File: src/rtl/iob_cache_pkg.sv
// iob_cache_pkg
// Definitions shared by the cache read channel, the miss controller and
// the line fill buffer:
//   - fill_state_t : line fill FSM encoding (IDLE=0, FILL=1, COMMIT=2).
//   - line2be_w()  : log2(back-end beats per cache line).
package iob_cache_pkg;

  typedef enum logic [1:0] {
    ST_IDLE   = 2'd0,
    ST_FILL   = 2'd1,
    ST_COMMIT = 2'd2
  } fill_state_t;

  // A result of 0 means one back-end beat carries the whole line.
  function automatic int line2be_w(input int word_offset_w,
                                   input int be_data_w,
                                   input int data_w);
    return word_offset_w - $clog2(be_data_w / data_w);
  endfunction

endpackage

File: src/rtl/iob_cache_line_fill_buffer_if.sv
// iob_cache_line_fill_buffer_if
// Groups the signals around the line fill buffer: the fill request from
// the miss controller, the beat stream from the AXI read channel, and the
// line write / word forward toward the data memory and front-end.
//   slave  : the fill buffer (consumes *_i, drives *_o)
//   master : the surrounding cache logic
interface iob_cache_line_fill_buffer_if
  import iob_cache_pkg::*;
#(
  parameter int DATA_W        = 32,
  parameter int BE_DATA_W     = 32,
  parameter int WORD_OFFSET_W = 3
) ();

  localparam int LINE2BE_W  = line2be_w(WORD_OFFSET_W, BE_DATA_W, DATA_W);
  localparam int BEAT_IDX_W = (LINE2BE_W > 0) ? LINE2BE_W : 1;
  localparam int LINE_W     = (2**WORD_OFFSET_W) * DATA_W;

  logic                     fill_start_i;
  logic [WORD_OFFSET_W-1:0] req_word_i;
  logic                     replace_i;
  logic                     read_valid_i;
  logic [BEAT_IDX_W-1:0]    read_addr_i;
  logic [BE_DATA_W-1:0]     read_rdata_i;
  logic                     busy_o;
  logic                     line_we_o;
  logic [LINE_W-1:0]        line_wdata_o;
  logic                     fwd_valid_o;
  logic [DATA_W-1:0]        fwd_rdata_o;
  logic                     incomplete_o;

  modport master (
    output fill_start_i, req_word_i, replace_i, read_valid_i, read_addr_i, read_rdata_i,
    input  busy_o, line_we_o, line_wdata_o, fwd_valid_o, fwd_rdata_o, incomplete_o
  );

  modport slave (
    input  fill_start_i, req_word_i, replace_i, read_valid_i, read_addr_i, read_rdata_i,
    output busy_o, line_we_o, line_wdata_o, fwd_valid_o, fwd_rdata_o, incomplete_o
  );

endinterface

File: src/rtl/iob_cache_line_fill_buffer.sv
// iob_cache_line_fill_buffer
// Assembles back-end beats of a line replacement into a line-wide register
// and, once the read channel releases replace, writes the whole line to the
// data memory in one cycle while forwarding the requested word.
// Ports:
//   clk_i   : clock
//   reset_i : asynchronous active-high reset
//   bus     : iob_cache_line_fill_buffer_if.slave
//             fill_start_i/req_word_i    fill request (IDLE only)
//             replace_i/read_valid_i/read_addr_i/read_rdata_i  beat stream
//             busy_o                     FSM not in IDLE
//             line_we_o/line_wdata_o     one-cycle line write
//             fwd_valid_o/fwd_rdata_o    requested word, same cycle
//             incomplete_o               some beat slot never written
module iob_cache_line_fill_buffer
  import iob_cache_pkg::*;
#(
  parameter int ADDR_W        = 32,
  parameter int DATA_W        = 32,
  parameter int BE_DATA_W     = 32,
  parameter int WORD_OFFSET_W = 3
) (
  input logic                           clk_i,
  input logic                           reset_i,
  iob_cache_line_fill_buffer_if.slave   bus
);

  localparam int LINE2BE_W  = line2be_w(WORD_OFFSET_W, BE_DATA_W, DATA_W);
  localparam int BEAT_IDX_W = (LINE2BE_W > 0) ? LINE2BE_W : 1;
  localparam int N_BEATS    = 2**LINE2BE_W;
  localparam int N_WORDS    = 2**WORD_OFFSET_W;
  localparam int LINE_W     = N_WORDS * DATA_W;

  // Elaboration-time sanity check of the geometry.
  if ((BE_DATA_W % DATA_W) != 0 || LINE2BE_W < 0 || ADDR_W < WORD_OFFSET_W) begin : g_bad_cfg
    $error("iob_cache_line_fill_buffer: inconsistent width parameters");
  end

  fill_state_t              state;
  logic [LINE_W-1:0]        buffer;
  logic [N_BEATS-1:0]       mask;
  logic [N_BEATS-1:0]       beat_bit;
  logic                     seen_replace;
  logic [WORD_OFFSET_W-1:0] req_word;
  logic [BEAT_IDX_W-1:0]    beat_idx;
  logic                     line_we;
  logic                     fwd_valid;
  logic                     incomplete;
  logic [DATA_W-1:0]        fwd_rdata;

  // With a single beat per line the address input carries no information.
  assign beat_idx = (LINE2BE_W == 0) ? '0 : bus.read_addr_i;

  always_comb begin
    beat_bit = '0;
    for (int b = 0; b < N_BEATS; b++) begin
      beat_bit[b] = bus.read_valid_i && (beat_idx == BEAT_IDX_W'(b));
    end
  end

  // Control FSM. Commit strobes are registered on the FILL->COMMIT edge so
  // they are high for exactly the COMMIT cycle. The mask used for
  // incomplete includes a beat arriving on that same edge.
  always_ff @(posedge clk_i or posedge reset_i) begin
    if (reset_i) begin
      state        <= ST_IDLE;
      mask         <= '0;
      seen_replace <= 1'b0;
      req_word     <= '0;
      line_we      <= 1'b0;
      fwd_valid    <= 1'b0;
      incomplete   <= 1'b0;
    end else begin
      line_we    <= 1'b0;
      fwd_valid  <= 1'b0;
      incomplete <= 1'b0;
      case (state)
        ST_IDLE: begin
          if (bus.fill_start_i) begin
            req_word     <= bus.req_word_i;
            mask         <= '0;
            seen_replace <= 1'b0;
            state        <= ST_FILL;
          end
        end
        ST_FILL: begin
          mask <= mask | beat_bit;
          // replace low before it was ever seen high means the read
          // channel has not started yet, not that the burst ended.
          if (bus.replace_i) begin
            seen_replace <= 1'b1;
          end else if (seen_replace) begin
            state      <= ST_COMMIT;
            line_we    <= 1'b1;
            fwd_valid  <= 1'b1;
            incomplete <= ~&(mask | beat_bit);
          end
        end
        ST_COMMIT: begin
          state <= ST_IDLE;
        end
        default: begin
          state <= ST_IDLE;
        end
      endcase
    end
  end

  // Line buffer: a repeated beat index simply overwrites its slot, which
  // discards data from a failed, re-issued burst.
  always_ff @(posedge clk_i or posedge reset_i) begin
    if (reset_i) begin
      buffer <= '0;
    end else if (state == ST_FILL && bus.read_valid_i) begin
      for (int b = 0; b < N_BEATS; b++) begin
        if (beat_idx == BEAT_IDX_W'(b)) begin
          buffer[b*BE_DATA_W +: BE_DATA_W] <= bus.read_rdata_i;
        end
      end
    end
  end

  always_comb begin
    fwd_rdata = '0;
    for (int w = 0; w < N_WORDS; w++) begin
      if (req_word == WORD_OFFSET_W'(w)) begin
        fwd_rdata = buffer[w*DATA_W +: DATA_W];
      end
    end
  end

  assign bus.busy_o       = (state != ST_IDLE);
  assign bus.line_we_o    = line_we;
  assign bus.line_wdata_o = buffer;
  assign bus.fwd_valid_o  = fwd_valid;
  assign bus.fwd_rdata_o  = fwd_rdata;
  assign bus.incomplete_o = incomplete;

endmodule

File: src/flat_wrapper.sv
// flat-port wrapper written by rule: the top's interface ports become plain ports
module iob_cache_line_fill_buffer_flat import iob_cache_pkg::*;
#(
  parameter int ADDR_W        = 32,
  parameter int DATA_W        = 32,
  parameter int BE_DATA_W     = 32,
  parameter int WORD_OFFSET_W = 3
)
  (clk_i, reset_i, bus_fill_start_i, bus_req_word_i, bus_replace_i, bus_read_valid_i, bus_read_addr_i, bus_read_rdata_i, bus_busy_o, bus_line_we_o, bus_line_wdata_o, bus_fwd_valid_o, bus_fwd_rdata_o, bus_incomplete_o);
  iob_cache_line_fill_buffer_if #(.DATA_W(DATA_W), .BE_DATA_W(BE_DATA_W), .WORD_OFFSET_W(WORD_OFFSET_W)) bus_i ();
  input logic clk_i;
  input logic reset_i;
  input wire logic [$bits(bus_i.fill_start_i)-1:0] bus_fill_start_i;
  input wire logic [$bits(bus_i.req_word_i)-1:0] bus_req_word_i;
  input wire logic [$bits(bus_i.replace_i)-1:0] bus_replace_i;
  input wire logic [$bits(bus_i.read_valid_i)-1:0] bus_read_valid_i;
  input wire logic [$bits(bus_i.read_addr_i)-1:0] bus_read_addr_i;
  input wire logic [$bits(bus_i.read_rdata_i)-1:0] bus_read_rdata_i;
  output wire logic [$bits(bus_i.busy_o)-1:0] bus_busy_o;
  output wire logic [$bits(bus_i.line_we_o)-1:0] bus_line_we_o;
  output wire logic [$bits(bus_i.line_wdata_o)-1:0] bus_line_wdata_o;
  output wire logic [$bits(bus_i.fwd_valid_o)-1:0] bus_fwd_valid_o;
  output wire logic [$bits(bus_i.fwd_rdata_o)-1:0] bus_fwd_rdata_o;
  output wire logic [$bits(bus_i.incomplete_o)-1:0] bus_incomplete_o;
  assign bus_i.fill_start_i = bus_fill_start_i;
  assign bus_i.req_word_i = bus_req_word_i;
  assign bus_i.replace_i = bus_replace_i;
  assign bus_i.read_valid_i = bus_read_valid_i;
  assign bus_i.read_addr_i = bus_read_addr_i;
  assign bus_i.read_rdata_i = bus_read_rdata_i;
  assign bus_busy_o = bus_i.busy_o;
  assign bus_line_we_o = bus_i.line_we_o;
  assign bus_line_wdata_o = bus_i.line_wdata_o;
  assign bus_fwd_valid_o = bus_i.fwd_valid_o;
  assign bus_fwd_rdata_o = bus_i.fwd_rdata_o;
  assign bus_incomplete_o = bus_i.incomplete_o;
  iob_cache_line_fill_buffer #(.ADDR_W(ADDR_W), .DATA_W(DATA_W), .BE_DATA_W(BE_DATA_W), .WORD_OFFSET_W(WORD_OFFSET_W)) u_core (.clk_i(clk_i), .reset_i(reset_i), .bus(bus_i));
endmodule
File: config.mk
export PLATFORM = sky130hd
export DESIGN_NAME = iob_cache_line_fill_buffer_flat
export DESIGN_NICKNAME = d
export VERILOG_FILES = /design/src/rtl/iob_cache_pkg.sv /design/src/rtl/iob_cache_line_fill_buffer_if.sv /design/src/rtl/iob_cache_line_fill_buffer.sv /design/src/flat_wrapper.sv
export SDC_FILE = /design/constraint.sdc
export NUM_CORES = 1
export LEC_CHECK = 0
export ABC_CLOCK_PERIOD_IN_PS = 10200
export CORE_AREA = 5 5 143 214
export DETAILED_ROUTE_END_ITERATION = 8
export DIE_AREA = 0 0 148 219
export GPL_TIMING_DRIVEN = 0
export PLACE_DENSITY = 0.84
export SYNTH_ARGS = -nofsm -noshare
export SYNTH_HDL_FRONTEND = slang
export SYNTH_SLANG_ARGS = --single-unit
File: constraint.sdc
create_clock -name clk_i -period 10.2 [get_ports clk_i]
set_clock_uncertainty 0.2 [all_clocks]
set_input_delay 2.04 -clock clk_i [delete_from_list [all_inputs] [get_ports clk_i]]
set_output_delay 2.04 -clock clk_i [all_outputs]
set_load 0.05 [all_outputs]
==> flow_metrics.py <==
metrics = {
    "drt": {
        "postRouteAntennaNets": 0,
        "drtPass1Iterations": 5,
        "drtIter0Drc": 351,
        "routed-via-count": 9274,
        "routed_via_density": 5.69,
        "routedWlPerCell_um": 26.4,
        "drc": 0,
        "drt_wl_total_um": 43000,
    },
    "yosys": {
        "ys_types": 32,
        "syn_area_um2": 12400,
        "synth.net_count": 936,
        "synthCells": 893,
        "ys_ff_latch": 272,
        "synth-simple-area-share_pct": 2.19,
        "ys_seq_area_share_pct": 55.0,
        "synth_xor_area_share_pct": 0,
        "synthAdderAreaFrac_pct": 0,
        "synth_area_per_cell_um2": 13.9,
        "synthMuxAreaShare_pct": 32.4,
        "synth_top_family_by_area": "multiplexers",
        "synth-compound-area-share_pct": 7.09,
        "ys_warn_count": 0,
    },
    "worst_setup_path": {
        "crit_fanout": 10,
        "worstPathArrival_ns": 3.85,
        "timing.rr.end": "u_core.bus.line_wdata_o[195]",
        "r2r-start": "u_core.state[1]",
        "critPathLaunchType": "register",
        "r2r_slack_ns": 7.81,
        "cp.required_ns": 7.96,
        "critPathCaptureType": "primary output",
        "rr_worst_depth": 4,
        "critical_path.endpoint": "bus_fwd_rdata_o[19]",
        "cp-startpoint": "u_core.req_word[1]",
        "crit_type": "register to primary output",
    },
    "clock_tree": {
        "postCtsSetupBuffers": 0,
        "cts.clk_slew.worst_paths_ns": 0.07,
        "cts_tree": "done",
        "htree_levels": 1,
        "cts_max_path_buffers": 3,
        "numCtsBuffers": 26,
        "cts_hold_buf": 0,
        "cts_resized": 0,
        "clk_latency_ns": 0.54,
        "cts.sinks": 272,
        "clock-root-buffer": "clkbuf_16",
    },
    "final_layout": {
        "nFillCells": 2267,
        "syn_to_final_growth_pct": 38.0,
        "stdcell_count": 1629,
        "final_common_cell": "clkdlybuf4s50_1",
        "drive_above_1_share_pct": 28.7,
        "nNetsFinal": 1300,
        "final_cell_mix": "clkdlybuf4s50_1, dfrtp_1, mux2_2",
    },
    "sta": {
        "fin_crit_sh_pct": 59.7,
        "min_period_ns": 6.09,
        "finalSetupViolCount": 0,
        "fin_ws_ns": 4.11,
        "rsz0062_at_grt": "no",
        "max_slew_margin_pct": 39.2,
        "hold_viol_final": 0,
        "whs_ns": 0.306,
        "slew_violations": 0,
        "worst_pin_slew_ns": 0.911,
        "clock.fmax_ghz": 0.164,
    },
    "die": {
        "rows": 76,
        "core_area_um2": 28400,
        "die_h_um": 219,
        "start_util_pct": 43.5,
        "dieWidth_um": 148,
        "dieArea_um2": 32400,
        "io-pin-count": 335,
    },
    "global_route": {
        "grt_pass1_vias": 10100,
        "overflow": 0,
        "antenna_found_initial": 1,
        "grt_pass1_wl_um": 63200,
        "track_usage_pct": 25.7,
        "grt_max_degree": 129,
    },
    "status": {
        "status": "completed",
    },
    "min_path": {
        "hp-class": "register to register",
    },
    "placement": {
        "gp_congestion": 0.847,
        "dp_slack_ns": 4.62,
        "dp_cells": 1580,
        "port_buffers": 334,
        "place_hpwl_um": 30700,
    },
    "flow_run": {
        "max_cap_viol_count": 0,
    },
}
[cells by family after synthesis]
group | Yosys count
multiplexers | 349
flip-flops | 272
buffers and inverters | 70
AO/OA/AOI/OAI | 144
AND/OR/NAND/NOR | 58
[final cells by class]
class | instances | area [um^2] | area share (%)
multi-input cells | 551 | 5150 | 30.2
plain buffers | 62 | 378 | 2.21
diodes | 1 | 2.50 | 0.0147
inverters | 8 | 37.5 | 0.220
clock buffers | 36 | 779 | 4.57
clock inverters | 12 | 68.8 | 0.403
flip-flops and latches | 272 | 6810 | 39.9
repair buffers | 336 | 3400 | 19.9
well taps | 351 | 439 | 2.57
[critical path: stages, from the launching register on]
cell	delay, ns
dfrtp_1	0.32
buf_2	0.30
clkinv_1	0.32
nor2_1	0.68
clkbuf_1	0.70
a21oi_1	0.20
clkdlybuf4s50_1	0.77
[synthesized netlist by cell type]
library cell	number	area (um^2)
dfrtp_1	272	6810
mux2_2	252	2840
a21oi_1	77	385
mux2i_1	77	771
nand2_1	38	143
o22ai_1	26	163
o2bb2ai_1	25	219
buf_2	20	100
clkbuf_1	18	67.6
mux4_2	13	293
buf_4	12	90.1
buf_6	10	113
mux2_4	7	105
inv_1	6	22.5
nor2_1	6	22.5
a22oi_1	5	37.5
a21o_1	4	30.0
o21ai_0	4	20.0
and2b_1	3	22.5
buf_1	2	7.51
clkinv_1	2	7.51
nand2b_1	2	12.5
nor2b_1	2	12.5
nor3_2	2	20.0
a211oi_1	1	7.51
a31oi_1	1	6.26
a41oi_1	1	8.76
and2_1	1	6.26
nand4_1	1	6.26
nor2_2	1	6.26
nor3b_2	1	12.5
or2_1	1	6.26
[registers in the layout, indices dropped and copies added (netlist names)]
register                 count
u_core.seen_replace          1
u_core.state                 2
u_core.req_word              3
u_core.bus.incomplete_o      1
u_core.mask                  8
u_core.bus.line_wdata_o    256
u_core.bus.line_we_o         1
[how the worst min path moves through the flow]
stage	from	endpoint	slack [ns]	cells past startpoint
3_5_place_dp	u_core.state[1]	u_core.state[0]	0.29	1
2_1_floorplan	u_core.state[1]	u_core.state[0]	0.25	1
4_1_cts	u_core.state[1]	u_core.state[0]	0.30	1
5_1_grt	u_core.state[1]	u_core.state[0]	0.33	1
6_report	u_core.state[1]	u_core.state[0]	0.31	1
3_3_place_gp	u_core.state[1]	u_core.state[0]	0.27	1
[per-layer routing]
layer / vias up / part of all wire (%) / GRT usage (%)
met4: 0 / 4.7 / 12.1
li1: 4025 / - / -
met2: 363 / 52 / 45.7
met5: - / 0 / 0
met3: 99 / 5.6 / 4.81
met1: 4787 / 38 / 29.9
[stage by stage]
step	utilization, %	instance area [um^2]	setup TNS (ns)
3_3_place_gp	56.8	16200	-731.56
4_1_cts	60.0	17100	0
2_1_floorplan	-	12400	0
5_1_grt	60.0	17100	0
6_report	60.0	17100	0
3_5_place_dp	57.0	16200	0
Power is not shown: default switching activity piles up to over one toggle a cycle in this logic, so the estimate is an artifact.
